--- src/rtl/gcd_sched.sv ---
// gcd_sched: round-robin scheduler sharing one gcd_large engine among NREQ
// requesters. Accepts one operand pair at a time, sequences the engine
// start/done handshake and returns the tagged result on a valid/ready channel.
// Optional watchdog: define GCD_SCHED_TIMEOUT_EN to abort a stuck WAIT after
// TIMEOUT cycles with rsp_err=1 and rsp_res=0.
module gcd_sched #(
    parameter int unsigned NREQ    = 4,
    parameter int unsigned IDW     = 2,
    parameter int unsigned W       = 41,
    parameter int unsigned BLANK   = 2,
    parameter int unsigned TIMEOUT = 1024
) (
    input  logic              clk,
    input  logic              reset,
    input  logic [NREQ-1:0]   req_valid,
    input  logic [NREQ*W-1:0] req_a,
    input  logic [NREQ*W-1:0] req_b,
    output logic [NREQ-1:0]   req_ready,
    output logic              eng_start,
    output logic [W-1:0]      eng_a,
    output logic [W-1:0]      eng_b,
    input  logic              eng_done,
    input  logic [W-1:0]      eng_res,
    output logic              rsp_valid,
    input  logic              rsp_ready,
    output logic [IDW-1:0]    rsp_id,
    output logic [W-1:0]      rsp_res,
    output logic              rsp_err
);

    localparam int unsigned BW = $clog2(BLANK + 1);

    // Elaboration-time parameter sanity checks
    if (NREQ < 2 || NREQ > 8 || NREQ > (1 << IDW)) begin : g_bad_nreq
        $error("gcd_sched: NREQ must be 2..8 and fit in IDW bits");
    end
    if (BLANK < 2) begin : g_bad_blank
        $error("gcd_sched: BLANK must be at least 2");
    end
    if (TIMEOUT < 1) begin : g_bad_timeout
        $error("gcd_sched: TIMEOUT must be at least 1");
    end

    typedef enum logic [1:0] {
        IDLE  = 2'd0,
        START = 2'd1,
        WAIT  = 2'd2,
        RESP  = 2'd3
    } state_t;

    state_t          state;
    state_t          state_next;
    logic [IDW-1:0]  rr_ptr;
    logic [IDW-1:0]  grant;
    logic [IDW-1:0]  grant_off;
    logic [NREQ-1:0] req_rot;
    logic            any_req;
    logic [W-1:0]    sel_a;
    logic [W-1:0]    sel_b;
    logic [BW-1:0]   blank_cnt;
    logic            blank_done;
    logic            done_hit;
    logic            to_hit;

    assign blank_done = (blank_cnt == BW'(BLANK));
    assign done_hit   = (state == WAIT) && blank_done && eng_done;

`ifdef GCD_SCHED_TIMEOUT_EN
    localparam int unsigned TW = $clog2(TIMEOUT + 1);

    logic [TW-1:0] to_cnt;
    logic          err_q;

    assign to_hit  = (state == WAIT) && !done_hit && (to_cnt == TW'(TIMEOUT));
    assign rsp_err = err_q;

    // Watchdog: counts cycles since eng_start (the start cycle counts as 1)
    always_ff @(posedge clk) begin
        if (reset) begin
            to_cnt <= '0;
            err_q  <= 1'b0;
        end else begin
            if (state == START) begin
                to_cnt <= TW'(1);
            end else if (state == WAIT && !to_hit) begin
                to_cnt <= to_cnt + TW'(1);
            end
            if (done_hit) begin
                err_q <= 1'b0;
            end else if (to_hit) begin
                err_q <= 1'b1;
            end
        end
    end
`else
    assign to_hit  = 1'b0;
    assign rsp_err = 1'b0;
`endif

    // Round-robin pick: first valid at or after rr_ptr, plus its operand mux
    always_comb begin
        req_rot   = NREQ'({req_valid, req_valid} >> rr_ptr);
        any_req   = |req_valid;
        grant_off = '0;
        for (int i = NREQ - 1; i >= 0; i--) begin
            if (req_rot[i]) begin
                grant_off = IDW'(i);
            end
        end
        grant = IDW'((32'(rr_ptr) + 32'(grant_off)) % NREQ);
        sel_a = '0;
        sel_b = '0;
        for (int i = 0; i < NREQ; i++) begin
            if (grant == IDW'(i)) begin
                sel_a = req_a[i*W +: W];
                sel_b = req_b[i*W +: W];
            end
        end
    end

    // State register
    always_ff @(posedge clk) begin
        if (reset) begin
            state <= IDLE;
        end else begin
            state <= state_next;
        end
    end

    // Next-state logic
    always_comb begin
        state_next = state;
        case (state)
            IDLE:    if (any_req) state_next = START;
            START:   state_next = WAIT;
            WAIT:    if (done_hit || to_hit) state_next = RESP;
            RESP:    if (rsp_ready) state_next = IDLE;
            default: state_next = IDLE;
        endcase
    end

    // Accept strobe decoded from state and current grant
    always_comb begin
        req_ready = '0;
        for (int i = 0; i < NREQ; i++) begin
            req_ready[i] = (state == IDLE) && any_req && (grant == IDW'(i));
        end
    end

    // Registered datapath: operand latch, blank window, result capture, rr pointer
    always_ff @(posedge clk) begin
        if (reset) begin
            eng_start <= 1'b0;
            eng_a     <= '0;
            eng_b     <= '0;
            rsp_valid <= 1'b0;
            rsp_id    <= '0;
            rsp_res   <= '0;
            rr_ptr    <= '0;
            blank_cnt <= '0;
        end else begin
            eng_start <= (state_next == START);
            rsp_valid <= (state_next == RESP);
            case (state)
                IDLE: begin
                    if (any_req) begin
                        eng_a  <= sel_a;
                        eng_b  <= sel_b;
                        rsp_id <= grant;
                    end
                end
                START: begin
                    blank_cnt <= '0;
                end
                WAIT: begin
                    if (!blank_done) begin
                        blank_cnt <= blank_cnt + BW'(1);
                    end
                    if (done_hit) begin
                        rsp_res <= eng_res;
                    end else if (to_hit) begin
                        rsp_res <= '0;
                    end
                end
                RESP: begin
                    if (rsp_ready) begin
                        rr_ptr <= IDW'((32'(rsp_id) + 32'd1) % NREQ);
                    end
                end
                default: ;
            endcase
        end
    end

endmodule

--- config.mk ---
export PLATFORM = sky130hd
export DESIGN_NAME = gcd_sched
export DESIGN_NICKNAME = d
export VERILOG_FILES = /design/src/rtl/gcd_sched.sv
export SDC_FILE = /design/constraint.sdc
export NUM_CORES = 1
export LEC_CHECK = 0
export ABC_AREA = 0
export CAP_MARGIN = 20
export CORE_AREA = 2 2 197 199
export CTS_CLUSTER_SIZE = 10
export DETAILED_ROUTE_END_ITERATION = 8
export DIE_AREA = 0 0 199 201
export PLACE_DENSITY = 0.55
export SLEW_MARGIN = 20
export SYNTH_ARGS = -nofsm -noshare
export SYNTH_HDL_FRONTEND = slang
export SYNTH_SLANG_ARGS = --single-unit
--- constraint.sdc ---
create_clock -name clk -period 5.31 [get_ports clk]
set_clock_uncertainty 0.05 [all_clocks]
set_input_delay 0.531 -clock clk [delete_from_list [all_inputs] [get_ports clk]]
set_output_delay 0.531 -clock clk [all_outputs]
set_load 0.05 [all_outputs]
# [After elaboration in Yosys (flattened, before gate mapping)]
# Index checks and enable logic that the tools add are counted.
[totals] mem_bits_ro=0 output_inout_bits=132 memories=0 ramBits=0 latch_bits=0 elab_cells=56 reg_bits=133 in_bits=377
[op_classes] order_cmp=0 mul=0 shift=1 add_sub_neg=3 bitwise_logic=0 mux=18 reduce_logical=15 div=0 eq_ne=10
[ops] operator="two-way mux 41 bit" count=8
[ops] operator="two-way mux 2 bit" count=8
[ops] operator="equality test 2 bit, second input constant" count=6
[ops] operator="case mux 2 bit (4 select lines)" count=1
[ops] operator="AND reduction 2 bit" count=4
[ops] operator=">> shifter 8 x 2 -> 4 bit" count=1
[ops] operator="logical AND 1 bit" count=7
[ops] operator="equality test 2 x 1 -> 1 bit, second input constant" count=3
[ops] operator="adder 2 x 1 -> 2 bit, second input constant" count=2
[ops] operator="logical NOT 2 bit" count=2
[ops] operator="case mux 2 bit (2 select lines)" count=1
[ops] operator="OR reduction 4 bit" count=1
[ops] operator="adder 2 bit" count=1
[ops] operator="!= test 2 bit, second input constant" count=1
[ops] operator="nonzero test 2 bit" count=1

# [Longest topological paths before layout]
# Gate-level depths: netlist (run 1).
[depth] ltp_word=11 depth_mapped=13 depth_no_buf=10

# [Worst setup path before layout (run 1)]
# Ideal clock, no wire load.
[synth_path] kind="input-to-output" start="input req_valid[0]" end="output req_ready[0]" setup_slack_ns=1.337 n_path_buf=5 t_arrival_ns=3.392 stages=9 required_ns=4.729 path_cell_list="buf_2 -> or4_1 -> o2111ai_1 -> ha_1 -> buf_2 -> buf_2 -> clkbuf_1 -> clkbuf_1 -> nor3_1"
[synth_between] elab_chain_cells=8 word_cells_on_any_way=10 classes_between="add/sub (1); shift (1); mux (4); reduce/logical (4)"
[synth_rtl] element="from (decl)" line="15" rtl="input logic [NREQ-1:0] req_valid,"
[synth_rtl] element=">> shifter 8 x 2 -> 4 bit (*)" line="102" rtl="req_rot = NREQ'({req_valid, req_valid} >> rr_ptr);"
[synth_rtl] element="two-way mux 2 bit (3 in series)" line="106" rtl="if (req_rot[i]) begin"
[synth_rtl] element="two-way mux 2 bit (*)" line="106"
[synth_rtl] element="adder 2 bit (*)" line="110" rtl="grant = IDW'((32'(rr_ptr) + 32'(grant_off)) % NREQ);"
[synth_rtl] element="named net grant[0]" line="54" rtl="logic [IDW-1:0] grant;"
[synth_rtl] element="logical NOT 2 bit (*)" line="146" rtl="req_ready[i] = (state == IDLE) && any_req && (grant == IDW'(i));"
[synth_rtl] element="logical AND 1 bit (*)" line="146"
[synth_rtl] element="to (decl)" line="18" rtl="output logic [NREQ-1:0] req_ready,"
# The timed path passes the listed nets; every way through them passes the cells marked *.

# [Final worst setup path (run 1)]
[layout_path] start="input req_valid[0]" end="output req_ready[2]"
[layout_between] elab_chain_cells=8 word_cells_on_any_way=10 classes_between="add/sub (1); eq/ne (1); shift (1); mux (4); reduce/logical (3)"
[layout_rtl] element=">> shifter 8 x 2 -> 4 bit" line="102"
[layout_rtl] element="two-way mux 2 bit (4 in series)" line="106"
[layout_rtl] element="adder 2 bit" line="110"
[layout_rtl] element="equality test 2 bit" line="146"
[layout_rtl] element="logical AND 1 bit (*)" line="146"
# Every way passes the cells marked *; elsewhere a longest branch is shown, timed or not.

==> results of run 1 <==
metal layers:
metal  share of wire (%)  GRT usage (%)  routed length (µm)
met5               0.060              0                  21
met2                  49           29.0               17300
met1                  41           20.3               14200
met3                 8.3           5.78                2900
met4                 1.8           5.14                 620
worst register-to-register path, delay by kind of cell, from the launching register on:
family          cells  cell delay (ps)
buf+inv             1              730
flops               1              590
fa+ha+maj           1              590
simple gates        1              110
mux                 1              640
compound gates      3              580
power groups by stage:
stage               Sequential (mW)  Combinational [mW]  Clock [mW]
floorplan                      1.56               0.573           0
global placement               1.20                1.60           0
detailed placement             1.20                1.61           0
CTS                            1.18                1.62        1.36
global route                   1.20                1.69        1.39
finish                         1.18                1.60        1.31
stage by stage:
stage,utilization [%],cell area (µm²),hold slack [ps],worst slack (ps),total power [mW]
after floorplan,-,7860,431,1340,2.14
after global placement,35.1,13400,391,1150,2.80
after detailed placement,35.2,13400,396,1190,2.81
after CTS,36.8,14000,301,1160,4.15
after global routing,36.8,14000,314,1010,4.27
final,36.8,14000,332,1190,4.09
flip-flops by register name (all words and copies together) (netlist names):
name       count
blank_cnt      2
eng_a         41
eng_b         41
eng_start      1
rr_ptr         2
rsp_id         2
rsp_res       41
rsp_valid      1
state          2
area by class of cell:
type | instances | share of cell area, %
Clock buffer | 18 | 3.06
Clock inverter | 14 | 1.42
Inverter | 5 | 0.134
Multi-Input combinational cell | 570 | 34.7
Sequential cell | 133 | 19.0
Tap cell | 518 | 4.62
Timing Repair Buffer | 521 | 37.1
Yosys cell counts (all sizes together), types with 3 or more instances:
library cell	number	area (µm²)
and3	7	43.8
a31oi	13	81.3
o311ai	7	61.3
a21oi	47	235
a22oi	5	37.5
o31ai	5	37.5
nor2	61	229
clkbuf	58	218
a32oi	8	88.8
inv	3	11.3
buf	24	139
nor3	7	35.0
a21bo	39	390
mux2i	49	490
dfxtp	133	2660
mux2	10	113
xnor2	4	61.3
o221ai	13	114
mux4	75	1690
nand2b	4	25.0
or3	7	43.8
o32ai	9	78.8
a211oi	21	158
nand3	54	270
nand2	112	420
cell families after synthesis:
family | count (synthesis)
AOI/OAI and AO/OA | 170
xor gates and xnor gates | 5
adders and majority gates | 2
buffers and inverters | 87
DFF | 133
muxes | 134
other | 1
and+or+nand+nor | 258
worst min-delay path by stage:
stage	from	to	slack, ps	depth (start not counted)
global placement	rsp_res[17]	rsp_res[17]	390	2
CTS	reset	eng_start	300	2
detailed placement	rsp_res[1]	rsp_res[1]	400	2
floorplan	blank_cnt[1]	blank_cnt[1]	430	2
finish	reset	eng_start	330	2
global route	reset	eng_start	310	2
==> results.json, run 1 <==
{
  "status": "finished clean",
  "fillers": 3829,
  "totalWireLength_mm": 35.0,
  "antenna_left": 0,
  "synth_compound_area_share_pct": 16.6,
  "grt_max_degree": 80,
  "seqPwrFrac_pct": 28.9,
  "antenna_found_initial": 2,
  "min_path_type": "input port to flop",
  "pwr-share-clk_pct": 32.0,
  "netlist_instances": 790,
  "clock_path_buffers": 2,
  "fin_tns_setup_ps": 0,
  "cts.sinks": 133,
  "n_antenna_cell": 0,
  "path_cells": "clkdlybuf4s50_1 -> or4_1 -> o2111ai_1 -> ha_4 -> xnor2_4 -> xnor2_1 -> buf_4 -> nor3_1 -> clkdlybuf4s50_1",
  "netSwitchingPower_mw": 1.44,
  "synth-simple-area-share_pct": 14.2,
  "drt-wirelength-per-cell_um": 19.7,
  "p_comb_share_pct": 39.1,
  "relSlewSlack_pct": 36.9,
  "finalCriticalPeriod_ps": 4120,
  "grt_setup_unrepaired": "false",
  "firstDrtPassIters": 5,
  "die_h_um": 201,
  "pin_count": 509,
  "power-per-cell-area_mw_per_mm2": 291,
  "root_buffer": "clkbuf_16",
  "p_int_mw": 2.64,
  "startpoint_type": "input port",
  "first_iter_violations": 284,
  "netlist_area_mm2": 0.00786,
  "crit_path_max_fanout": 10,
  "numPortBuffers": 507,
  "fp.dieW_um": 199,
  "cts_tree": "done",
  "finalSetupViolCount": 0,
  "async_reset_ff_share_pct": 0,
  "critical_path_class": "input port to output port",
  "cpMaxStageDelayCell": "clkdlybuf4s50_1",
  "synth_top_family_by_area": "multiplexers",
  "clock_latency_ps": 430,
  "maxSlewViolCount": 0,
  "crit_path_max_incr_delay_ps": 850,
  "cp_data_arrival_time_ps": 3540,
  "crit_cells": 9,
  "synthXorXnorAreaFrac_pct": 0.988,
  "grt_pass1_wl_mm": 50.8,
  "peakVddDrop_mv": 0.171,
  "synth-seq-area-share_pct": 33.9,
  "finalCritPeriodShare_pct": 77.6,
  "cp_num_buf_inv": 3,
  "fin_cells": 1779,
  "fmax_mhz": 243,
  "worst_pin_slew_ps": 946,
  "viasPerCell": 4.67,
  "htree_levels": 4,
  "synthDistinctLibCells": 43,
  "overflow": 0,
  "maxCapViolations": 0,
  "vias": 8307,
  "syn_avg_cell_area_um2": 9.94,
  "critPathLaunch": "req_valid[0]",
  "core_mm2": 0.0381,
  "path_delay_family": "buffers and inverters",
  "grt_pass1_vias": 8114,
  "num-nets-final": 1627,
  "crit_top_cell": "clkdlybuf4s50_1",
  "synth_fa_ha_area_share_pct": 0.319,
  "place_congestion": 0.869,
  "reg2reg_depth": 7,
  "layout-drive-gt1-share_pct": 10.3,
  "drc": 0,
  "track_usage_pct": 17.1,
  "leakagePower_nw": 5.18,
  "ys.warnings.count": 0,
  "ys_ff_latch": 133,
  "r2r_slack_ps": 1920,
  "row_count": 72,
  "critPathCapture": "req_ready[2]",
  "endpoint_kind": "output port",
  "area.sequential_mm2": 0.00266,
  "r2r-end": "eng_a[9]",
  "r2r-start": "rr_ptr[0]",
  "initial_utilization_pct": 20.6,
  "cts_setup_buffers": 0,
  "required_ps": 4730,
  "synth.mux.area_fraction_pct": 29.2,
  "dpl.hpwl_mm": 26.6,
  "layout_common_cells": "clkdlybuf4s50_1 (506), dfxtp_1 (133), nand2_1 (112), mux4_2 (75), nor2_1 (60)",
  "syn_to_final_growth_pct": 78.6,
  "cts-buffers-inserted": 17,
  "p_sw_share_pct": 35.3,
  "clk_pin_slew_ps": 60,
  "synth_flop_cell": "dfxtp_1",
  "dieArea_mm2": 0.0400,
  "synth_fp_nets": 1169,
  "layout.cells.most_common": "clkdlybuf4s50_1",
  "ctsResizeCount": 0,
  "dp.cells": 1747,
  "cts-hold-fix-buffers": 0,
  "multi_input_area_mm2": 0.00487,
  "synth_edf_count": 0,
  "hold_violations": 0
}
No activity file was read; power rests on OpenSTA's default activity.
==> run 2: changes to the inputs <==
Settings changed: CORE_AREA 2 2 197 199 to 2 2 199 201, DIE_AREA 0 0 199 201 to 0 0 201 203, PLACE_DENSITY 0.55 to 0.54.
Clock period 5.31 ns to 4 ns, I/O delays scaled along.
==> results.json, run 2 (same netlist as run 1, synthesis figures left out) <==
{
  "status": "finished clean",
  "cts-buffers-inserted": 17,
  "hold_start": "reset",
  "drc": 0,
  "row_count": 72,
  "clock_path_buffers": 2,
  "antenna_found_initial": 4,
  "r2r_slack_ps": 1110,
  "holdPathEnd": "rsp_res[2]",
  "fmax_mhz": 300,
  "totalWireLength_mm": 34.9,
  "vias": 8172,
  "r2r-start": "rr_ptr[0]",
  "maxCapViolations": 0,
  "dpl.hpwl_mm": 27.1,
  "maxSlewViolCount": 0,
  "syn_to_final_growth_pct": 79.9,
  "grt_setup_unrepaired": "false",
  "dieArea_mm2": 0.0408,
  "cts_tree": "done",
  "startpoint_type": "input port",
  "layout.cells.most_common": "clkdlybuf4s50_1",
  "reg2reg_depth": 8,
  "grt_max_degree": 64,
  "leakagePower_nw": 5.26,
  "die_h_um": 203,
  "ctsResizeCount": 0,
  "top_regs": "eng_a: 41 flops, eng_b: 41 flops, rsp_res: 41 flops",
  "clk_pin_slew_ps": 60,
  "grt_pass1_wl_mm": 51.7,
  "fin_tns_setup_ps": 0,
  "root_buffer": "clkbuf_16",
  "worst_pin_slew_ps": 763,
  "required_ps": 3550,
  "endpoint_kind": "output port",
  "cp_data_arrival_time_ps": 2880,
  "critical_path_class": "input port to output port",
  "num-nets-final": 1639,
  "crit_path_max_fanout": 40,
  "drt-wirelength-per-cell_um": 19.5,
  "relSlewSlack_pct": 49.1,
  "core_mm2": 0.0385,
  "fp.dieW_um": 201,
  "numPortBuffers": 507,
  "initial_utilization_pct": 20.4,
  "finalSetupViolCount": 0,
  "min_path_type": "input port to flop",
  "cts_setup_buffers": 0,
  "finalCriticalPeriod_ps": 3330,
  "place_congestion": 0.862,
  "overflow": 0,
  "track_usage_pct": 16.7,
  "viasPerCell": 4.56,
  "antenna_left": 0,
  "r2r-end": "eng_a[36]",
  "layout-drive-gt1-share_pct": 11.4,
  "htree_levels": 4,
  "first_iter_violations": 361,
  "holdWs_ps": 312,
  "hold_depth": 2,
  "cts.sinks": 133,
  "grt_pass1_vias": 8366,
  "pin_count": 509,
  "hold_violations": 0,
  "power-per-cell-area_mw_per_mm2": 378,
  "peakVddDrop_mv": 0.213,
  "layout_common_cells": "clkdlybuf4s50_1 (502), dfxtp_1 (133), nand2_1 (112), mux4_2 (75), nor2_1 (60)",
  "firstDrtPassIters": 4,
  "cts-hold-fix-buffers": 0,
  "clock_latency_ps": 430,
  "finalCritPeriodShare_pct": 83.3
}
==> run 2: changes by cell type in the layout (fill, tap and decap cells not counted), sizes merged, moves of 3 or more <==
cell | previous run | this run
buf | 15 | 31
clkinv | 3 | 8
inv | 9 | 4
clkdlybuf4s50 | 506 | 502
clkbuf | 18 | 21
clkinvlp | 3 | 0
==> run 2: through the flow <==
step | area [µm²] | util, % | instances | power, mW | worst slack [ps]
2_1_floorplan | 7860 | - | 790 | 2.84 | 289
3_3_place_gp | 13500 | 35.2 | 1759 | 3.78 | 614
3_5_place_dp | 13500 | 35.2 | 1759 | 3.80 | 570
4_1_cts | 14100 | 36.7 | 1789 | 5.45 | 636
5_1_grt | 14100 | 36.7 | 1790 | 5.60 | 527
6_report | 14100 | 36.7 | 1791 | 5.35 | 669
==> run 2: worst max-delay path, stage by stage <==
cell,delay [ps]
clkdlybuf4s50_1,540
or4_1,550
o2111ai_1,150
ha_4,250
xor2_4,220
xnor2_4,180
buf_12,270
nor3_1,80
buf_4,200
==> run 2: routing by layer <==
layer | global-route usage [%] | wire (µm) | share of wire (%) | vias to the layer above
li1 | - | - | - | 3928
met4 | 6.06 | 688 | 2.0 | 4
met1 | 19.0 | 13800 | 40 | 3886
met2 | 29.2 | 17700 | 51 | 314
met5 | 0 | 23 | 0.066 | -
met3 | 5.46 | 2730 | 7.8 | 40
==> run 2: worst max-delay path by stage <==
stage,start,to,slack (ps)
global placement,req_valid[0],eng_b[0],610
CTS,req_valid[0],req_ready[0],640
detailed placement,req_valid[0],eng_a[36],570
finish,req_valid[0],req_ready[0],670
global route,req_valid[3],req_ready[0],530
floorplan,req_valid[0],req_ready[0],290
==> run 2: cell type report <==
type                       instances  area, µm²
inverter                           5       18.8
sequential                       133       2660
clock inverter                     9        103
clock buffer                      21        480
tap                              518        648
timing repair buffer             533       5350
fill                            3883      24300
antenna                            2       5.00
multi-input combinational        570       4870
==> run 2: report_power, final <==
group	internal, mW	switching [mW]	total (mW)
Sequential	1.48	0.0911	1.57
Combinational	1.02	1.16	2.18
Clock	0.973	0.629	1.60
==> run 3: changes to the inputs <==
Clock period 4 ns to 3.2 ns, I/O delays scaled along.
==> results.json, run 3 (same netlist as run 1, synthesis figures left out) <==
{
  "status": "finished clean",
  "drc": 0,
  "antenna_left": 0,
  "totalWireLength_mm": 35.4,
  "highest_layer": "met5",
  "core_mm2": 0.0385,
  "dpl.hpwl_mm": 27.6,
  "initial_utilization_pct": 20.4,
  "grt_pass1_wl_mm": 52.6,
  "viasPerCell": 4.56,
  "timing.final.ws_setup_ps": 174,
  "fp.dieW_um": 201,
  "track_usage_pct": 17.0,
  "fillers": 3890,
  "hold_start": "reset",
  "power-per-cell-area_mw_per_mm2": 468,
  "htree_levels": 4,
  "numPortBuffers": 507,
  "maxSlewViolCount": 0,
  "cts.sinks": 133,
  "vias": 8278,
  "critPathLaunch": "rr_ptr[0]",
  "cts-buffers-inserted": 17,
  "critical_path_class": "flop to output port",
  "r2r_slack_ps": 450,
  "clock_latency_ps": 430,
  "antenna_found_initial": 2,
  "firstDrtPassIters": 4,
  "worst_pin_slew_ps": 843,
  "die_h_um": 203,
  "fmax_mhz": 330,
  "r2r-start": "rr_ptr[0]",
  "relSlewSlack_pct": 43.8,
  "min_path_type": "input port to flop",
  "endpoint_kind": "output port",
  "overflow": 0,
  "fin_util_pct": 37.5,
  "crit_path_max_fanout": 24,
  "num-nets-final": 1662,
  "layout_common_cells": "clkdlybuf4s50_1 (502), dfxtp_1 (132), nand2_1 (112), mux4_2 (75), nor2_1 (58)",
  "grt_setup_unrepaired": "false",
  "startpoint_type": "flop",
  "hold_depth": 2,
  "first_iter_violations": 320,
  "met2_length_mm": 17.8,
  "grt_max_degree": 65,
  "peakVddDrop_mv": 0.267,
  "pre_cts_ws_ps": 18.5,
  "syn_to_final_growth_pct": 83.7,
  "dieArea_mm2": 0.0408,
  "root_buffer": "clkbuf_16",
  "row_count": 72,
  "clock_path_buffers": 2,
  "hold_violations": 0,
  "finalSetupViolCount": 0,
  "route.met3.wl_mm": 2.18,
  "holdWs_ps": 204,
  "cpMaxStageDelayCell": "or4_1",
  "layout.cells.most_common": "clkdlybuf4s50_1",
  "cp_num_buf_inv": 2,
  "finalCritPeriodShare_pct": 94.6,
  "pin_count": 509,
  "layout-drive-gt1-share_pct": 13.3,
  "path_delay_family": "simple AND/OR/NAND/NOR gates",
  "holdPathEnd": "rsp_res[11]",
  "top_regs": "eng_a: 41 flops, eng_b: 41 flops, rsp_res: 41 flops",
  "cts_tree": "done",
  "path_cells": "or4_1 -> o2111ai_2 -> ha_4 -> xor2_4 -> xnor2_4 -> buf_12 -> nor3_1 -> buf_4",
  "reg2reg_depth": 9,
  "m1WireLength_mm": 14.7,
  "crit_path_max_incr_delay_ps": 550,
  "r2r-end": "eng_a[23]",
  "clk_pin_slew_ps": 60,
  "maxCapViolations": 0,
  "drt-wirelength-per-cell_um": 19.5,
  "cp_data_arrival_time_ps": 2660,
  "finalCriticalPeriod_ps": 3030,
  "place_congestion": 0.843,
  "leakagePower_nw": 5.41,
  "grt_pass1_vias": 8634,
  "required_ps": 2830
}
-- run 3: layout make-up --
type | count | area (µm²) | area share (%)
Timing Repair Buffer | 556 | 5620 | 38.9
Multi-Input combinational cell | 570 | 4880 | 33.9
Sequential cell | 133 | 2660 | 18.5
Tap cell | 518 | 648 | 4.49
Clock buffer | 19 | 443 | 3.07
Clock inverter | 13 | 149 | 1.03
Inverter | 5 | 18.8 | 0.130
Antenna cell | 1 | 2.50 | 0.0173
-- run 3: layer usage --
metal | vias to the layer above | track usage [%]
met4 | 2 | 5.45
met3 | 38 | 4.75
met2 | 292 | 29.5
li1 | 3963 | -
met1 | 3983 | 20.1
met5 | - | 0
-- run 3: how the worst max path moves through the flow --
| stage | to | slack (ps) | cells past startpoint |
|---|---|---|---|
| 3_5_place_dp | eng_b[26] | 20 | 11 |
| 5_1_grt | req_ready[2] | 20 | 12 |
| 3_3_place_gp | eng_b[18] | -10 | 11 |
| 2_1_floorplan | req_ready[0] | -370 | 9 |
| 6_report | req_ready[0] | 170 | 8 |
| 4_1_cts | req_ready[0] | 20 | 8 |
-- run 3: report_power, final --
part | leakage [nW] | internal [mW] | total, mW | switching (mW)
Combinational | 4.03 | 1.32 | 2.78 | 1.45
Clock | 0.286 | 1.18 | 2.01 | 0.831
Sequential | 1.09 | 1.85 | 1.97 | 0.122
Total | 5.41 | 4.35 | 6.75 | 2.41
-- run 3: what timing repair did --
action | 4_1_cts | 5_1_grt
resized for setup | 1 | 2
endpoints found under the hold margin | 0 | 0
hold buffers | 0 | 0
endpoints found under the setup margin | 2 | 3
gates cloned | 0 | 0
pin swaps | 0 | 3
setup buffers | 0 | 3
-- run 3: metrics by stage --
| stage | power, mW | TNS (ps) | instances | area, µm² |
|---|---|---|---|---|
| 2_1_floorplan | 3.55 | -734 | 790 | 7860 |
| 3_3_place_gp | 4.78 | -54.7 | 1779 | 13800 |
| 3_5_place_dp | 4.80 | 0 | 1779 | 13800 |
| 4_1_cts | 6.87 | 0 | 1811 | 14400 |
| 5_1_grt | 7.09 | 0 | 1815 | 14400 |
| 6_report | 6.75 | 0 | 1815 | 14400 |
